$ cat src/rtl/fetch_queue_stage.sv
// Instruction-fetch front end: aligned line reads, unpacked into a PC-tagged
// show-ahead queue, with redirect flushing and stale-response discard.
module fetch_queue_stage #(
  parameter int          INSTRS_PER_LINE = 2,
  parameter int          QUEUE_DEPTH     = 8,
  parameter int          MAX_OUTSTANDING = 2,
  parameter logic [63:0] RESET_PC        = 64'h0
) (
  input  logic                         clk,
  input  logic                         rst,
  output logic                         mem_ren,
  output logic [63:0]                  mem_raddr,
  input  logic                         mem_rvalid,
  input  logic [32*INSTRS_PER_LINE-1:0] mem_rdata,
  input  logic                         set_pc_valid,
  input  logic [63:0]                  set_pc,
  output logic                         output_valid,
  output logic [31:0]                  raw_instr,
  output logic [63:0]                  instr_pc,
  input  logic                         stall
);

  localparam int          LINE_BYTES = 4 * INSTRS_PER_LINE;
  localparam int          SLOT_W     = (INSTRS_PER_LINE > 1) ? $clog2(INSTRS_PER_LINE) : 1;
  localparam int          QPTR_W     = (QUEUE_DEPTH > 1) ? $clog2(QUEUE_DEPTH) : 1;
  localparam int          CNT_W      = $clog2(QUEUE_DEPTH + 1);
  localparam int          OS_W       = $clog2(MAX_OUTSTANDING + 1);
  localparam int          OPTR_W     = (MAX_OUTSTANDING > 1) ? $clog2(MAX_OUTSTANDING) : 1;
  localparam logic [31:0] IPL_U      = 32'(INSTRS_PER_LINE);
  localparam logic [31:0] QD_U       = 32'(QUEUE_DEPTH);
  localparam logic [31:0] MO_U       = 32'(MAX_OUTSTANDING);
  localparam logic [63:0] LINE_MASK  = ~(64'(LINE_BYTES) - 64'd1);

  logic [63:0]       fetchPc_q, fetchPc_d;
  logic [CNT_W-1:0]  count_q, count_d;
  logic [QPTR_W-1:0] head_q, head_d, tail_q, tail_d;
  logic [OS_W-1:0]   outstanding_q, outstanding_d;
  logic [OS_W-1:0]   dropCnt_q, dropCnt_d;
  logic [OPTR_W-1:0] offRd_q, offRd_d, offWr_q, offWr_d;

  logic [31:0]       instrMem_q [QUEUE_DEPTH];
  logic [63:0]       pcMem_q    [QUEUE_DEPTH];
  logic [SLOT_W-1:0] offSlot_q  [MAX_OUTSTANDING];
  logic [63:0]       offBase_q  [MAX_OUTSTANDING];

  logic [63:0]       lineBase;
  logic [SLOT_W-1:0] startSlot;
  logic [31:0]       liveLines;
  logic [31:0]       projected;
  logic              spaceOk;
  logic [SLOT_W-1:0] respSlot;
  logic [63:0]       respBase;
  logic              respLive;
  logic [31:0]       enqNum;
  logic              deq;

  function automatic logic [QPTR_W-1:0] qWrap(input logic [31:0] v);
    return QPTR_W'(v % QD_U);
  endfunction

  function automatic logic [OPTR_W-1:0] oWrap(input logic [31:0] v);
    return OPTR_W'(v % MO_U);
  endfunction

  assign lineBase  = fetchPc_q & LINE_MASK;
  assign startSlot = SLOT_W'((fetchPc_q & ~LINE_MASK) >> 2);

  // Reserve queue room for every live in-flight line before issuing another.
  assign liveLines = 32'(outstanding_q) - 32'(dropCnt_q);
  assign projected = 32'(count_q) + liveLines * IPL_U + IPL_U;
  assign spaceOk   = (projected <= QD_U);

  assign mem_ren   = !rst && !set_pc_valid && (32'(outstanding_q) < MO_U) && spaceOk;
  assign mem_raddr = mem_ren ? lineBase : 64'd0;

  assign respSlot = offSlot_q[offRd_q];
  assign respBase = offBase_q[offRd_q];
  assign respLive = mem_rvalid && !set_pc_valid && (dropCnt_q == '0);
  assign enqNum   = respLive ? (IPL_U - 32'(respSlot)) : 32'd0;

  assign output_valid = (count_q != '0);
  assign deq          = output_valid && !stall && !set_pc_valid;
  assign raw_instr    = output_valid ? instrMem_q[head_q] : 32'd0;
  assign instr_pc     = output_valid ? pcMem_q[head_q] : 64'd0;

  always_comb begin
    fetchPc_d     = fetchPc_q;
    count_d       = count_q;
    head_d        = head_q;
    tail_d        = tail_q;
    dropCnt_d     = dropCnt_q;
    offRd_d       = offRd_q;
    offWr_d       = offWr_q;
    outstanding_d = outstanding_q + OS_W'(mem_ren) - OS_W'(mem_rvalid);

    if (mem_ren) begin
      fetchPc_d = lineBase + 64'(LINE_BYTES);
      offWr_d   = oWrap(32'(offWr_q) + 32'd1);
    end
    if (mem_rvalid) begin
      offRd_d = oWrap(32'(offRd_q) + 32'd1);
    end

    // Stale offset entries stay queued; drop_cnt makes their responses vanish.
    if (set_pc_valid) begin
      fetchPc_d = set_pc;
      count_d   = '0;
      head_d    = '0;
      tail_d    = '0;
      dropCnt_d = outstanding_q - OS_W'(mem_rvalid);
    end else begin
      if (mem_rvalid && (dropCnt_q != '0)) begin
        dropCnt_d = dropCnt_q - OS_W'(1);
      end
      count_d = CNT_W'(32'(count_q) + enqNum - 32'(deq));
      head_d  = qWrap(32'(head_q) + 32'(deq));
      tail_d  = qWrap(32'(tail_q) + enqNum);
    end
  end

  always_ff @(posedge clk or posedge rst) begin
    if (rst) begin
      fetchPc_q     <= RESET_PC;
      count_q       <= '0;
      head_q        <= '0;
      tail_q        <= '0;
      outstanding_q <= '0;
      dropCnt_q     <= '0;
      offRd_q       <= '0;
      offWr_q       <= '0;
    end else begin
      fetchPc_q     <= fetchPc_d;
      count_q       <= count_d;
      head_q        <= head_d;
      tail_q        <= tail_d;
      outstanding_q <= outstanding_d;
      dropCnt_q     <= dropCnt_d;
      offRd_q       <= offRd_d;
      offWr_q       <= offWr_d;
    end
  end

  always_ff @(posedge clk) begin
    if (mem_ren) begin
      offSlot_q[offWr_q] <= startSlot;
      offBase_q[offWr_q] <= lineBase;
    end
  end

  // Slots below the start slot belong to a line entered mid-way and are skipped.
  always_ff @(posedge clk) begin
    for (int i = 0; i < INSTRS_PER_LINE; i++) begin
      if (respLive && (i >= int'(respSlot))) begin
        instrMem_q[qWrap(32'(tail_q) + 32'(i) - 32'(respSlot))] <= mem_rdata[32*i +: 32];
        pcMem_q[qWrap(32'(tail_q) + 32'(i) - 32'(respSlot))]    <= respBase + 64'(4 * i);
      end
    end
  end

  rvalidLegal: assert property (@(posedge clk) disable iff (rst)
    !(mem_rvalid && (outstanding_q == '0)));

  noOverflow: assert property (@(posedge clk) disable iff (rst)
    (32'(count_q) + enqNum) <= (QD_U + 32'(deq)));

endmodule

$ cat config.mk
export PLATFORM = sky130hd
export DESIGN_NAME = fetch_queue_stage
export DESIGN_NICKNAME = d
export VERILOG_FILES = /design/src/rtl/fetch_queue_stage.sv
export SDC_FILE = /design/constraint.sdc
export NUM_CORES = 1
export LEC_CHECK = 0
export CAP_MARGIN = 10
export CORE_MARGIN = 2
export CORE_UTILIZATION = 57
export CTS_CLUSTER_DIAMETER = 150
export DETAILED_ROUTE_END_ITERATION = 16
export PLACE_DENSITY = 0.77
export SLEW_MARGIN = 15
export SYNTH_ARGS = -nofsm -noshare
export SYNTH_HDL_FRONTEND = slang
export SYNTH_SLANG_ARGS = --single-unit
$ cat constraint.sdc
create_clock -name clk -period 17 [get_ports clk]
set_clock_uncertainty 0.05 [all_clocks]
set_input_delay 3.4 -clock clk [delete_from_list [all_inputs] [get_ports clk]]
set_output_delay 3.4 -clock clk [all_outputs]
set_load 0.02 [all_outputs]
==> results.yml <==
floorplanning:
  row_count: 101
  die_w_um: 280
  die_y_um: 280
  core_sq_um: 75700
  initial_core_util_pct: 57.4
  dieArea_sq_um: 78500
  io-pin-count: 295
critical_path:
  r2r-end: "pcMem_q[7][53]"
  rrSetupSlack_ns: 11.34
  worst-path-max-fanout: 49
  worstPathArrival_ns: 6.42
  worstReg2RegStart: "offRd_q"
  start_kind: "input port"
  endpoint_kind: "primary output"
  cp.required_ns: 13.55
  r2r_cells: 10
  critPathKind: "in -> out"
detailed_routing:
  drc_errors: 0
  wl_per_cell_um: 27.0
  drtPass1Iterations: 7
  dr_total_vias: 27182
  via_per_inst: 6.42
  ant_nets: 0
  drt_iter0_markers: 3090
  wirelength_mm: 114
timing:
  worst_pin_slew_ns: 1.18
  period_share_pct: 58.1
  setup_tns_ns: 0
  slew_violations: 0
  fmax_ghz: 0.101
  rsz0062_at_grt: "no"
  maxSlewHeadroom_pct: 21.1
  finalSetupViolations: 0
  hold_viol_final: 0
  finalCriticalPeriod_ns: 9.87
  holdWs_ns: 0.408
layout:
  drive_gt1_share_pct: 21.2
  fin_nets: 3335
  syn_to_final_growth_pct: 16.2
  final_cells: 4237
cts:
  htree_levels: 3
  clk_pin_slew_ns: 0.06
  cts_setup_buffers: 0
  clk_latency_ns: 0.65
  cts_buffers: 95
  cts_tree: "built"
  post_cts_resized: 0
  cts.sinks: 954
  clock-root-buffer: "clkbuf_16"
  cts_hold_buf: 0
  clockBufferDepth: 3
logic_synthesis:
  synth_cells: 2931
  avgSynthCellArea_sq_um: 14.8
  ys_types: 62
  synth-edff-count: 868
  synth_area_sq_um: 43500
  synth_top_flop_cell: "edfxtp_1"
  synthArstFlopShare_pct: 8.18
  synth-compound-area-share_pct: 2.35
  synth_warnings: 0
  ys_seq_area_share_pct: 64.8
  ys_ff_latch: 954
  synth-simple-area-share_pct: 9.41
  synth_fa_ha_area_share_pct: 0.904
  synth_top_family_by_area: "multiplexers"
  synth_xor_area_share_pct: 0.322
  muxShareOfSynthArea_pct: 20.1
placement:
  io_buffers: 287
  place_congestion: 0.883
  dp.cells: 4053
  hpwlAfterDp_mm: 64.1
run_status:
  status: "finished clean"
grt:
  grt_max_degree: 126
  grt_use_total_pct: 29.3
  antenna_found_initial: 4
  grt_pass1_vias: 28068
  grt-ovfl-total: 0
  grt_pass1_wl_mm: 171
power_and_ir_drop:
  leakage_nw: 18.0
  power.density_nw_per_um2: 134
  ir_drop_mv: 0.0979
  power_mw: 6.79
worst_hold_path:
  hold_class: "reg -> reg"
  min-delay-start: "pcMem_q[6][2]"
  whs_path_depth: 2
  hold_end: "pcMem_q[6][2]"
job:
  maxCapViolCount: 0
==> stage by stage <==
step | instance area (sq um) | util (%) | setup slack [ns]
after floorplan | 43500 | - | 8.47
after global placement | 47300 | 62.5 | 7.17
after detailed placement | 47300 | 62.5 | 7.18
after CTS | 50500 | 66.7 | 7.16
after global routing | 50500 | 66.8 | 6.95
final | 50500 | 66.8 | 7.13
==> cells in the mapped netlist (2+ instances only) <==
cell type | count | area, sq um
o311ai_0 | 23 | 201
nand2b_1 | 3 | 18.8
or4_1 | 3 | 22.5
nor2_1 | 628 | 2360
mux2_2 | 256 | 2880
nor3_1 | 13 | 65.1
a22oi_1 | 2 | 15.0
a41oi_1 | 2 | 17.5
buf_1 | 29 | 109
o21ai_0 | 44 | 220
and4_1 | 5 | 43.8
and2_1 | 68 | 425
xnor2_1 | 11 | 96.3
a21o_1 | 12 | 90.1
nor3b_1 | 2 | 15.0
mux2i_1 | 160 | 1600
nand3b_1 | 3 | 22.5
inv_1 | 42 | 158
dfxtp_1 | 8 | 160
nand2_1 | 109 | 409
and3b_1 | 2 | 17.5
a31oi_1 | 13 | 81.3
o211ai_1 | 20 | 150
a31o_2 | 4 | 35.0
mux4_2 | 188 | 4230
a21oi_1 | 18 | 90.1
nor2b_1 | 8 | 50.1
edfxtp_1 | 868 | 26100
or4_4 | 2 | 22.5
and3_1 | 11 | 68.8
o221ai_1 | 2 | 17.5
clkbuf_1 | 138 | 518
fa_1 | 4 | 80.1
nor4_4 | 2 | 42.5
nand4_1 | 24 | 150
nand3_2 | 2 | 20.0
nand3_1 | 36 | 180
nor4_1 | 7 | 43.8
dfrtp_1 | 78 | 1950
buf_2 | 20 | 100
ha_1 | 25 | 313
buf_4 | 6 | 45.0
o31a_1 | 4 | 35.0
xor2_1 | 5 | 43.8
or3_1 | 4 | 25.0
==> final cells by class <==
cell class / count / area [sq um]
fill: 5060 / 25200
tap: 978 / 1220
multi-input combinational: 1745 / 14500
clock inverter: 50 / 520
clock buffer: 129 / 2650
inverter: 43 / 193
antenna: 4 / 10.0
sequential: 954 / 28200
timing repair buffer: 334 / 3250
==> report_power, final <==
group          internal, mW  leakage (nW)  switching [mW]
combinational         0.721          6.64            1.08
sequential             2.72          9.80           0.158
clock                  1.22          1.55           0.893
total                  4.66          18.0            2.13
==> worst max-delay path: stages <==
cell             delay [ns]
clkdlybuf4s50_1        0.48
nor3_1                 0.18
o211ai_1               0.11
a21o_2                 0.26
inv_2                  0.57
buf_4                  0.53
and2_1                 0.24
clkdlybuf4s50_1        0.61
==> how the worst max path moves through the flow <==
stage,start,to,slack (ns)
6_report,rst,mem_raddr[58],7.13
5_1_grt,rst,mem_raddr[62],6.95
4_1_cts,rst,mem_raddr[58],7.16
2_1_floorplan,set_pc_valid,mem_raddr[19],8.47
3_3_place_gp,rst,mem_raddr[62],7.17
3_5_place_dp,rst,mem_raddr[58],7.18
==> layout by cell type, fill, tap and decap left out, drive strengths merged, types with 10 or more instances in the layout <==
cell | netlist | routed
edfxtp | 868 | 868
nor2 | 628 | 628
clkdlybuf4s50 | 0 | 286
mux2 | 256 | 256
mux4 | 188 | 188
mux2i | 160 | 160
clkbuf | 138 | 129
nand2 | 109 | 109
dfrtp | 78 | 78
and2 | 68 | 68
buf | 55 | 48
o21ai | 44 | 44
inv | 43 | 44
nand3 | 38 | 38
clkinv | 0 | 37
nand4 | 26 | 26
ha | 25 | 25
o311ai | 24 | 24
o211ai | 20 | 20
a21oi | 18 | 18
nor3 | 14 | 14
a31oi | 13 | 13
a21o | 12 | 12
and3 | 12 | 12
xnor2 | 11 | 11
nor4 | 10 | 10
==> state kept, by name, summed over array words and instances (netlist names) <==
name	cells
count_q	4
offSlot_q	2
head_q	3
offRd_q	1
dropCnt_q	2
instrMem_q	256
outstanding_q	2
pcMem_q	496
fetchPc_q	62
offWr_q	1
tail_q	3
offBase_q	122
==> logic make-up (layout without fill, tap and decap cells) <==
family                     Yosys count  after routing
muxes                              604            604
AOI/OAI and AO/OA                  152            152
buffers and inverters              236            556
DFF                                954            954
adders and majority gates           29             29
xor gates and xnor gates            16             16
other                                1              9
and+or+nand+nor                    939            939
==> layer usage <==
| metal | part of all wire, % | GRT usage [%] | wire [um] | up-vias |
|---|---|---|---|---|
| met5 | 0 | 0 | 0 | - |
| li1 | - | - | - | 11540 |
| met2 | 50 | 49.1 | 57000 | 1649 |
| met4 | 3.0 | 10.5 | 3380 | 0 |
| met1 | 38 | 39.1 | 43100 | 13777 |
| met3 | 9.4 | 4.63 | 10700 | 216 |
Note: power is estimated with default switching activity, not from simulation.
==> RTL change 1 (same flow settings) <==
Reset style: synchronous (`rst`), changed in one clocked block.
--- a/src/rtl/fetch_queue_stage.sv
+++ b/src/rtl/fetch_queue_stage.sv
@@ -120,3 +120,3 @@
 
-  always_ff @(posedge clk or posedge rst) begin
+  always_ff @(posedge clk) begin
     if (rst) begin
Check against the original RTL: not settled (the Yosys comparison gave no result); the edit may change what the design does.
==> RTL change 1 against the unedited design <==
- total power shrank 13%
- first-iteration DRC count shrank 10%
- synthesized area shrank 0.83%
- sequential cell count grew 1
- design area shrank 0.83%
- routed wire length shrank 3.8%
- global-route usage shrank 1.0 points
- sequential power shrank 3%
- hold slack lost 0.0063 ns
- worst setup slack lost 0.31 ns
- die area shrank 0.82%
- count of clock-buffer cells in the layout shrank 4
- largest cell class unchanged
==> RTL change 1: results (changes against the unedited design) <==
GP Congestion=0.876 (-0.80%); WL final=110 mm (-3.8%); routed vias/inst=6.31 (-1.7%); Post-synth top cells=edfxtp_1, nor2_1, mux2_2, mux4_2, mux2i_1; Fillers=4,941 (-2.4%); synth top area cells=edfxtp_1, mux4_2, mux2_2; Place WS=6.87 ns (-0.308 ns); via count=26,582 (-2.2%); DRC marker count from the first detailed-route iteration=2,780 (-10%); n_diodes=0 (-4); Worst slew margin=0.242 (+0.0315); Worst R2R Start=outstanding_q[0]; gr usage total=0.283 (-0.0104); P_int=4.32 mW (-7.3%); layout net count=3,326 (-0.27%); outcome=finished, final reports clean; Synth Area in Compound Gates=0.0208 (-0.00273); sequential share of the synthesized area=0.645 (-0.00317); largest net degree at the start of global routing=86 (-32%); adder-cell share of the synthesized area=0.00911 (+0.0000755); Leak Pwr=16.3 nW (-9.2%); Max VDD drop=0.111 mV (+13%); register area=27,800 µm² (-1.3%); dpl cell area=46,900 µm² (-0.84%); DPL Wire Length=60.7 mm (-5.4%); fraction of layout instances using a drive strength above 1=0.209 (-0.00298); H-tree Lvls=3 (unchanged); DP Cell Count=4,036 (-0.42%); post-synthesis xor/xnor area fraction=0.00914 (+0.00592); antenna violations before repair=3 (-1)
RTL change 1: cell types whose count changed in the layout (fill, tap and decap cells not counted), moves of 17 or more:
cell      unedited run  this run
dfxtp_1              8        83
dfrtp_1             74         0
nand2_1            109        60
o21ai_0             44         6
nor2_1             626       654
a211oi_1             1        23
o311ai_0            23         1
xnor2_1             11        28
RTL change 1: power by group through the flow:
stage | clock [mW] | combinational [mW] | sequential [mW]
5_1_grt | 2.24 | 1.08 | 2.79
3_5_place_dp | 0 | 1.01 | 2.83
4_1_cts | 2.15 | 1.01 | 2.78
6_report | 2.13 | 1.02 | 2.78
2_1_floorplan | 0 | 0.592 | 2.81
3_3_place_gp | 0 | 0.977 | 2.82
RTL change 1: final timing paths:
kind	cells past startpoint	endpoint	slack (ns)
worst max register to register	15	offBase_q[1][55]	11.48
worst min register to register	2	pcMem_q[6][2]	0.40
worst max-delay path	11	mem_raddr[7]	6.82
worst min-delay path	2	pcMem_q[6][2]	0.40
RTL change 1: layout make-up:
type                       count  share of cell area
timing repair buffer         331              0.0637
clock inverter                52              0.0114
tap                          969              0.0242
inverter                      49             0.00447
multi-input combinational   1732               0.289
clock buffer                 125              0.0519
sequential                   955               0.555
RTL change 1: metal layers:
layer  routed length, µm  track usage
met1               42000        0.373
met2               55000        0.478
met3               10100       0.0519
met4                2790       0.0933
met5                  30            0
RTL change 1: worst min-delay path, cell delays in order, from the launching register on:
cell and delay (ns):
dfxtp_1 0.31, nand2_1 0.05, nand2_1 0.04
RTL change 1: kinds of logic after synthesis:
kind of cell    after synthesis
flops                       955
simple gates                922
mux                         601
buf+inv                     244
compound gates              130
xor+xnor                     45
fa+ha+maj                    29
other cells                   1
==> RTL change 2 (config.mk and constraints unchanged) <==
Without the edit above. `MAX_OUTSTANDING`: 2 -> 4.
--- a/src/rtl/fetch_queue_stage.sv
+++ b/src/rtl/fetch_queue_stage.sv
@@ -5,3 +5,3 @@
   parameter int          QUEUE_DEPTH     = 8,
-  parameter int          MAX_OUTSTANDING = 2,
+  parameter int          MAX_OUTSTANDING = 4,
   parameter logic [63:0] RESET_PC        = 64'h0
Function: not settled (the Yosys comparison gave no result); the edit may change what the design does.
==> RTL change 2 against the unedited design <==
- routed wire length grew 3.7%
- synthesized area grew 12%
- total power increased by 15%
- die area increased by 12%
- worst setup slack lost 0.29 ns
- design area increased by 11%
- sequential cell count increased by 128
- count of clock-buffer cells in the layout grew 12
==> RTL change 2: results (changes against the unedited design) <==
vias in the first global route=30,044 (+7.0%); antenna violations before repair=2 (-2); post-synthesis cell type count=63 (+1.6%); mux cell area share after synthesis=0.193 (-0.00705); first-pass GRT wire length=178 mm (+3.8%); Fillers=5,729 (+13%); FF-to-FF End=offBase_q[1][44]; Largest regs=pcMem_q: 496 flops, instrMem_q: 256 flops, offBase_q: 244 flops; met2 wire length=60.1 mm (+5.5%); outcome=finished, final reports clean; Max VDD drop=0.0942 mV (-3.8%); drt pass-1 iters=5 (-2); dpl cell area=52,700 µm² (+11%); fraction of layout instances using a drive strength above 1=0.216 (+0.00429); clk_lat worst skew=0.69 ns (+0.04 ns); sequential share of the synthesized area=0.656 (+0.00821); total power=7.80 mW (+15%); Min Clock Period, post-route=10.16 ns (+0.289 ns); met3 usage=0.0458 (-0.000498); Met3 Wirelength=10.2 mm (-4.3%); worst endpoint data arrival time=6.71 ns (+0.29 ns); WL final=119 mm (+3.7%); DP Cell Count=4,529 (+12%); async set-or-reset flop fraction in the synthesized netlist=0.0758 (-0.00598); Post-synth top cells=edfxtp_1, nor2_1, mux2_2, mux4_2, nand2_1; flop2flop setup slack=11.55 ns (+0.21 ns); total CTS buffers=107 (+13%); wl on met1=44.9 mm (+4.0%)
[RTL change 2: cell types whose count changed in the layout (fill, tap and decap cells not counted), sizes merged, moves of 7 or more]
cell / change
o21ai: +71
xor2: +12
nor2: -8
mux2: +66
xnor2: +10
nand2: +54
o211ai: -8
inv: +7
a21o: -7
clkbuf: +12
edfxtp: +124
ha: +9
[RTL change 2: cell type report]
| type | count | area (µm²) | area share |
|---|---|---|---|
| clock inverter | 57 | 576 | 0.0102 |
| clock buffer | 141 | 2910 | 0.0517 |
| antenna | 1 | 2.50 | 0.0000446 |
| inverter | 48 | 221 | 0.00394 |
| multi-input combinational | 1921 | 15800 | 0.281 |
| sequential | 1082 | 32000 | 0.570 |
| timing repair buffer | 335 | 3250 | 0.0578 |
| tap | 1144 | 1430 | 0.0255 |
